===== config.mk =====
export PLATFORM = sky130hd
export DESIGN_NAME = hw1_phase_sequencer
export DESIGN_NICKNAME = d
export VERILOG_FILES = /design/src/rtl/hw1_phase_sequencer.sv
export SDC_FILE = /design/constraint.sdc
export NUM_CORES = 1
export LEC_CHECK = 0
export BUFFER_PORTS_ARGS = -buffer_cell sky130_fd_sc_hd__buf_2
export CAP_MARGIN = 40
export CORE_ASPECT_RATIO = 0.8
export CORE_MARGIN = 1
export CORE_UTILIZATION = 50
export DETAILED_ROUTE_END_ITERATION = 8
export PLACE_DENSITY = 0.77
export REMOVE_ABC_BUFFERS = 1
export SKIP_CTS_REPAIR_TIMING = 1
export SLEW_MARGIN = 25
export SYNTH_ARGS = -nofsm -noshare
export SYNTH_HDL_FRONTEND = slang
export SYNTH_SLANG_ARGS = --single-unit

===== constraint.sdc =====
create_clock -name clk -period 2.7 [get_ports clk]
set_input_delay 0.135 -clock clk [delete_from_list [all_inputs] [get_ports clk]]
set_output_delay 0.135 -clock clk [all_outputs]
set_load 0.01 [all_outputs]

===== src/rtl/hw1_phase_sequencer.sv =====
// rtl/hw1_phase_sequencer.sv - drives d/c/s of the address stage through four
// {c,s} phases and captures the stage's address at the end of each phase.
module hw1_phase_sequencer #(
   parameter int WIDTH = 16,
   parameter int HOLD  = 200
) (
   input  logic             clk,
   input  logic             rst,
   input  logic             start,
   input  logic [WIDTH-1:0] req_in,
   input  logic [WIDTH-1:0] addr_in,
   output logic [WIDTH-1:0] d_out,
   output logic             c_out,
   output logic             s_out,
   output logic             busy,
   output logic             done,
   output logic [WIDTH-1:0] res_p0,
   output logic [WIDTH-1:0] res_p1,
   output logic [WIDTH-1:0] res_p2,
   output logic [WIDTH-1:0] res_p3
);

   localparam int CW = (HOLD > 1) ? $clog2(HOLD) : 1;
   localparam logic [CW-1:0] LAST = CW'(HOLD - 1);

   typedef enum logic [1:0] {
      ST_IDLE = 2'd0,
      ST_RUN  = 2'd1,
      ST_DONE = 2'd2
   } state_t;

   state_t           state, state_nx;
   logic [1:0]       phase, phase_nx;
   logic [CW-1:0]    cnt, cnt_nx;
   logic [WIDTH-1:0] d_nx;
   logic             c_nx, s_nx, busy_nx, done_nx;
   logic [WIDTH-1:0] res    [4];
   logic [WIDTH-1:0] res_nx [4];

   always_ff @(posedge clk) begin
      if (rst) begin
         state <= ST_IDLE;
         phase <= 2'd0;
         cnt   <= '0;
         d_out <= '0;
         c_out <= 1'b0;
         s_out <= 1'b0;
         busy  <= 1'b0;
         done  <= 1'b0;
         for (int i = 0; i < 4; i++) res[i] <= '0;
      end else begin
         state <= state_nx;
         phase <= phase_nx;
         cnt   <= cnt_nx;
         d_out <= d_nx;
         c_out <= c_nx;
         s_out <= s_nx;
         busy  <= busy_nx;
         done  <= done_nx;
         for (int i = 0; i < 4; i++) res[i] <= res_nx[i];
      end
   end

   // Control outputs are computed from the next state so the flops present
   // them in the same cycle the new phase begins.
   always_comb begin
      state_nx = state;
      phase_nx = phase;
      cnt_nx   = cnt;
      d_nx     = d_out;
      c_nx     = 1'b0;
      s_nx     = 1'b0;
      busy_nx  = busy;
      done_nx  = 1'b0;
      for (int i = 0; i < 4; i++) res_nx[i] = res[i];

      case (state)
         ST_IDLE: begin
            busy_nx = 1'b0;
            if (start) begin
               d_nx     = req_in;
               phase_nx = 2'd0;
               cnt_nx   = '0;
               busy_nx  = 1'b1;
               state_nx = ST_RUN;
            end
         end
         ST_RUN: begin
            busy_nx = 1'b1;
            if (cnt == LAST) begin
               res_nx[phase] = addr_in;
               cnt_nx        = '0;
               if (phase == 2'd3) begin
                  state_nx = ST_DONE;
                  done_nx  = 1'b1;
               end else begin
                  phase_nx = phase + 2'd1;
               end
            end else begin
               cnt_nx = cnt + 1'b1;
            end
         end
         ST_DONE: begin
            busy_nx  = 1'b0;
            state_nx = ST_IDLE;
         end
         default: begin
            busy_nx  = 1'b0;
            state_nx = ST_IDLE;
         end
      endcase

      if (state_nx == ST_RUN) begin
         c_nx = phase_nx[0];
         s_nx = phase_nx[1];
      end
   end

   assign res_p0 = res[0];
   assign res_p1 = res[1];
   assign res_p2 = res[2];
   assign res_p3 = res[3];

endmodule


==> metrics.md, run 1 <==
| Metric | Value |
|---|---|
| Final worst path period share | 0.787 |
| Hold Crit Class | in -> reg |
| Final setup vio count | 0 |
| CTS root buffer | clkbuf_8 |
| Seq/Total Area, Yosys | 0.540 |
| Worst-Margin Slew | 674 ps |
| Total Die Area | 7470 um2 |
| Ys async rst share | 0 |
| Yosys cell types | 39 |
| Post-synth EDFFs | 0 |
| Max cap viols | 0 |
| IO Pins | 119 |
| Post-route ant nets | 0 |
| Gr usage total | 0.239 |
| Initial antenna violation count | 0 |
| Inst Count DP | 590 |
| Total negative slack | 0 ps |
| Crit path max fanout | 18 |
| Post-synthesis cell area | 3560 um2 |
| CTS tree | yes |
| Half-perimeter wire length after placement | 5800 um |
| Num CTS Buffers | 9 |
| Final Total Pwr | 2.63 mW |
| Final hold violation count | 1 |
| Final nets | 556 |
| Worst EP required | 2950 ps |
| Average wire per standard cell | 13.9 um |
| Slew margin rel. | 0.551 |
| Average size of a mapped cell | 8.82 um2 |
| Outcome | complete, but fails checks |
| CORE AREA | 6890 um2 |
| Largest net degree at the start of global routing | 49 |
| Vias in the first global route | 2,884 |
| Critical path capture point type | register |
| Die Wd | 96.4 um |
| Routability cong. | 0.809 |
| Share of cells above drive strength 1 | 0.286 |
| Worst vdd ir | 0.000355 V |
| Filler cell count | 616 |
| Fin cells | 612 |
| Via density | 5.21 |
| Worst-Skew Late Latency | 370 ps |
| CP Class | reg -> reg |
| Final wirelength | 8540 um |
| Max-slew violations | 0 |
| #FFs+latches synth | 96 |
| DR pass1 iterations | 4 |
| CP Launch Type | register |
| Area delta synth->final | 26.5% |
| Worst-case clock buffer depth | 2 |
| Leakage Power | 2.22 nW |
| Worst-path clk slew | 90 ps |
| First-pass GRT wire length | 13,800 um |
| Ys Warns | 0 |
| CTS HTree Levels | 3 |
| Final clock skew | 16.6 ps |
| Peak Freq | 0.470 GHz |
| Ant. Diodes | 0 |
| Row count | 27 |
| PortBufs | 118 |
| Drt drc | 0 |
| Minimum clock period | 2130 ps |
| Pwr dens | 584 nW/um2 |
| Initial DRC count | 160 |
| Commonest non-fill, non-tap cell in the layout | buf_2 |
| Data arrival time of the critical path | 2380 ps |
| Min Hold Slack | -1.45 ps |
| Most frequent cells in the layout | buf_2, nand2_1, dfxtp_1 |
| Chip Height | 77.5 um |
| Initial core utilization | 0.517 |
| RSZ-0062 raised after global routing | no |
| Violated checks | negative hold slack |
| Top_reg_cell synth | dfxtp_1 |
| Synthesized instance count | 404 |
| Clk sinks | 96 |
| Via count | 3,186 |
| Grt ovf | 0 |
==> critical path, cell delays in order, from the launching register on <==
cell     delay, ps
dfxtp_1        380
or4b_4         590
or4_4          740
mux2i_1        240
nor2_1          60
==> routing by layer <==
layer  global-route usage  vias to the layer above  part of all wire
met5                    0                        -                 0
met3               0.0775                       12             0.074
met4               0.0853                        0             0.013
li1                     -                     1584                 -
met1                0.301                     1485              0.44
met2                0.382                      105              0.48
==> report_power, final <==
part / internal, mW / switching (mW) / leakage [nW]
sequential: 1.43 / 0.00910 / 0.776
clock: 0.556 / 0.494 / 0.115
combinational: 0.0562 / 0.0843 / 1.33
total: 2.04 / 0.587 / 2.22
==> synth_stat cells, types with 2 or more instances <==
cell,instances,share of area
a21oi_1,54,0.076
a22oi_1,2,0.0042
a31oi_1,3,0.0053
clkbuf_1,22,0.023
dfxtp_1,96,0.54
mux2_2,2,0.0063
mux2i_1,33,0.093
nand2_1,102,0.11
nand2b_1,2,0.0035
nand3_1,6,0.0084
nand4_1,5,0.0088
nor2_1,46,0.048
nor2b_1,3,0.0053
o21ai_0,3,0.0042
==> kinds of logic (layout without fill, tap and decap cells) <==
kind of cell               after synthesis  in the layout  share of synthesized area
and+or+nand+nor                        176            176                      0.216
DFF                                     96             96                      0.540
AOI/OAI and AO/OA                       69             69                      0.106
muxes                                   35             35                     0.0991
buffers and inverters                   26            147                     0.0330
adders and majority gates                1              1                    0.00351
xor gates and xnor gates                 1              1                    0.00246
==> cell type report <==
cell class | count | area, um2 | share of cell area
sequential | 96 | 1920 | 0.427
timing repair buffer | 130 | 716 | 0.159
tap | 87 | 109 | 0.0242
clock inverter | 5 | 86.3 | 0.0192
clock buffer | 11 | 141 | 0.0314
inverter | 1 | 3.75 | 0.000833
multi-input combinational | 282 | 1530 | 0.339
==> state kept, by name (all words and copies together) (netlist names) <==
register	flops
res	64
d_out	16
cnt	8
phase	2
state	2
busy	1
c_out	1
done	1
s_out	1
==> final timing paths <==
path	startpoint	endpoint	slack, ps	depth (start not counted)
hold reg to reg	d_out[12]$_SDFFE_PP0P_	d_out[12]$_SDFFE_PP0P_	450	2
setup reg to reg	cnt[3]$_SDFFE_PP0P_	res[3][5]$_SDFFE_PP0P_	570	4
hold / removal	req_in[10]	d_out[10]$_SDFFE_PP0P_	-1	3
setup / recovery	cnt[3]$_SDFFE_PP0P_	res[3][5]$_SDFFE_PP0P_	570	4
==> per-stage QoR <==
stage | util | hold slack (ps) | setup slack, ps | cell area, um2
after detailed placement | 0.611 | 381 | 561 | 4210
after CTS | 0.644 | -13.9 | 547 | 4440
after global routing | 0.654 | 1.41 | 498 | 4510
after floorplan | - | 204 | 623 | 3450
final | 0.654 | -1.45 | 574 | 4510
after global placement | 0.611 | 377 | 643 | 4210
(Power assumes the default switching activity.)
==> run 2, diff against run 1 <==
--- a/config.mk
+++ b/config.mk
@@ -9,9 +9,9 @@
 export CAP_MARGIN = 40
 export CORE_ASPECT_RATIO = 0.8
 export CORE_MARGIN = 1
-export CORE_UTILIZATION = 50
+export CORE_UTILIZATION = 45
 export DETAILED_ROUTE_END_ITERATION = 8
-export PLACE_DENSITY = 0.77
+export PLACE_DENSITY = 0.73
 export REMOVE_ABC_BUFFERS = 1
 export SKIP_CTS_REPAIR_TIMING = 1
 export SLEW_MARGIN = 25
==> constraint.sdc (replaced) <==
create_clock -name clk -period 1.95 [get_ports clk]
set_input_delay 0.0975 -clock clk [delete_from_list [all_inputs] [get_ports clk]]
set_output_delay 0.0975 -clock clk [all_outputs]
set_load 0.01 [all_outputs]
==> run 2 against run 1 <==
Against the previous run:
- the flow still finishes with violations (negative hold slack)
- hold slack got worse by 28 ps
- via count increased by 3.6%
- power increased by 31%
- non-clock buffer count increased by 27
- critical path depth increased by 2
- clock skew decreased by 7.0 ps
- wire length increased by 5.8%
- register-to-register slack got worse by 440 ps
- final cell count increased by 7.4%
- core utilization decreased by 3.0 points
- global-route usage decreased by 2.4 points
- sequential share of layout area decreased by 1.8 points
- critical path type unchanged
- largest cell class unchanged
==> metrics.md, run 2 (synthesis gave the netlist of run 1 again) <==
| Metric | Value |
|---|---|
| Outcome | complete, but fails checks (unchanged) |
| Violated checks | negative hold slack (unchanged) |
| Max-slew violations | 0 (unchanged) |
| Initial antenna violation count | 0 (unchanged) |
| Peak Freq | 0.549 GHz (was 0.470 GHz) |
| Worst-path clk slew | 90 ps (about the same) |
| Gr usage total | 0.216 (was 0.239) |
| Slew margin rel. | 0.632 (was 0.551) |
| Final setup vio count | 0 (unchanged) |
| Critical path capture point type | register (unchanged) |
| Initial core utilization | 0.473 (was 0.517) |
| Worst-Margin Slew | 551 ps (was 674 ps) |
| Num CTS Buffers | 9 (unchanged) |
| CTS HTree Levels | 3 (unchanged) |
| Drt drc | 0 (unchanged) |
| Die Wd | 101 um (was 96.4 um) |
| CP Class | reg -> reg (unchanged) |
| Average wire per standard cell | 13.8 um (was 13.9 um) |
| Area delta synth->final | 32.0% (was 26.5%) |
| Share of cells above drive strength 1 | 0.304 (was 0.286) |
| Pwr dens | 734 nW/um2 (was 584 nW/um2) |
| Via density | 5.03 (was 5.21) |
| Setup slack, reg-to-reg | 130 ps (was 570 ps) |
| Min Hold Slack | -29.4 ps (was -1.45 ps) |
| Initial DRC count | 112 (was 160) |
| Routability cong. | 0.814 (was 0.809) |
| Minimum clock period | 1820 ps (was 2130 ps) |
| Crit path max fanout | 10 (was 18) |
| Final worst path period share | 0.933 (was 0.787) |
| Leakage Power | 2.32 nW (was 2.22 nW) |
| Final nets | 583 (was 556) |
| IO Pins | 119 (unchanged) |
| Commonest non-fill, non-tap cell in the layout | buf_2 (unchanged) |
| Row count | 28 (was 27) |
| Largest net degree at the start of global routing | 28 (was 49) |
| Worst-Skew Late Latency | 360 ps (was 370 ps) |
| CP Launch Type | register (unchanged) |
| Total Die Area | 8280 um2 (was 7470 um2) |
| Post-route ant nets | 0 (unchanged) |
| Final hold violation count | 3 (was 1) |
| Max cap viols | 0 (unchanged) |
| CTS tree | yes (unchanged) |
| RSZ-0062 raised after global routing | no (unchanged) |
| Area after DPL | 4340 um2 (was 4210 um2) |
| Data arrival time of the critical path | 2110 ps (was 2380 ps) |
| DR pass1 iterations | 4 (unchanged) |
| Worst vdd ir | 0.000446 V (was 0.000355 V) |
| PortBufs | 118 (unchanged) |
| Clk sinks | 96 (unchanged) |
| Grt ovf | 0 (unchanged) |
| Vias in the first global route | 2,897 (was 2,884) |
| Final clock skew | 9.57 ps (was 16.6 ps) |
| Chip Height | 81.6 um (was 77.5 um) |
| Worst EP required | 2240 ps (was 2950 ps) |
| Final instance area | 4700 um2 (was 4510 um2) |
| Registers with the most flip-flops | res (64), d_out (16), cnt (8) (unchanged) |
| Final Total Pwr | 3.45 mW (was 2.63 mW) |
| CORE AREA | 7530 um2 (was 6890 um2) |
| Via count | 3,302 (was 3,186) |
| Worst-case clock buffer depth | 2 (unchanged) |
| Filler cell count | 644 (was 616) |
| Most flops, register | res (unchanged) |
| Final wirelength | 9030 um (was 8540 um) |
| CTS root buffer | clkbuf_8 (unchanged) |
| Hold Crit Class | in -> reg (unchanged) |
| Ant. Diodes | 0 (unchanged) |
| First-pass GRT wire length | 13,800 um (about the same) |
| Most frequent cells in the layout | buf_2, nand2_1, dfxtp_1 (unchanged) |
| Half-perimeter wire length after placement | 6320 um (was 5800 um) |
| Max reg flops | 64 (unchanged) |
## run 2: report_power, final
group	internal, mW	switching, mW
clock network	0.581	0.663
logic	0.0900	0.121
registers	1.98	0.0135
## run 2: path summary, 6_finish.rpt
path                            depth (start not counted)                     from                 endpoint
worst min-delay path                                    3                req_in[1]    d_out[1]$_SDFFE_PP0P_
worst max-delay path                                    6      cnt[3]$_SDFFE_PP0P_   res[1][5]$_SDFFE_PP0P_
worst max register to register                          6      cnt[3]$_SDFFE_PP0P_   res[1][5]$_SDFFE_PP0P_
worst min register to register                          2  res[1][10]$_SDFFE_PP0P_  res[1][10]$_SDFFE_PP0P_
## run 2: per-layer routing
| metal | share of wire | GRT usage |
|---|---|---|
| met3 | 0.046 | 0.0511 |
| met5 | 0 | 0 |
| met2 | 0.46 | 0.356 |
| met1 | 0.47 | 0.271 |
| met4 | 0.024 | 0.0957 |
## run 2: final cells by class
| cell class | instances | area [um2] | area share |
|---|---|---|---|
| Multi-Input combinational cell | 282 | 1530 | 0.325 |
| Clock inverter | 7 | 62.6 | 0.0133 |
| Sequential cell | 96 | 1920 | 0.409 |
| Timing Repair Buffer | 157 | 931 | 0.198 |
| Tap cell | 105 | 131 | 0.0279 |
| Clock buffer | 9 | 124 | 0.0263 |
| Inverter | 1 | 3.75 | 0.000798 |
## run 2: worst max-delay path: stages, from the launching register on
cell	delay, ps
dfxtp_1	320
or4b_4	540
buf_4	160
nor4b_4	290
buf_4	220
nand2_1	70
a21oi_1	150
## run 2: per-stage QoR
step                setup TNS [ps]  hold slack (ps)  setup slack, ps  utilization  cells
finish                           0            -29.4              130        0.624    657
global route                     0             1.33             39.3        0.624    657
CTS                           -701            -46.4            -53.8        0.601    641
detailed placement            -385              343            -39.3        0.577    625
global placement                 0              339             13.1        0.577    625
floorplan                    -2030              167             -127            -    379
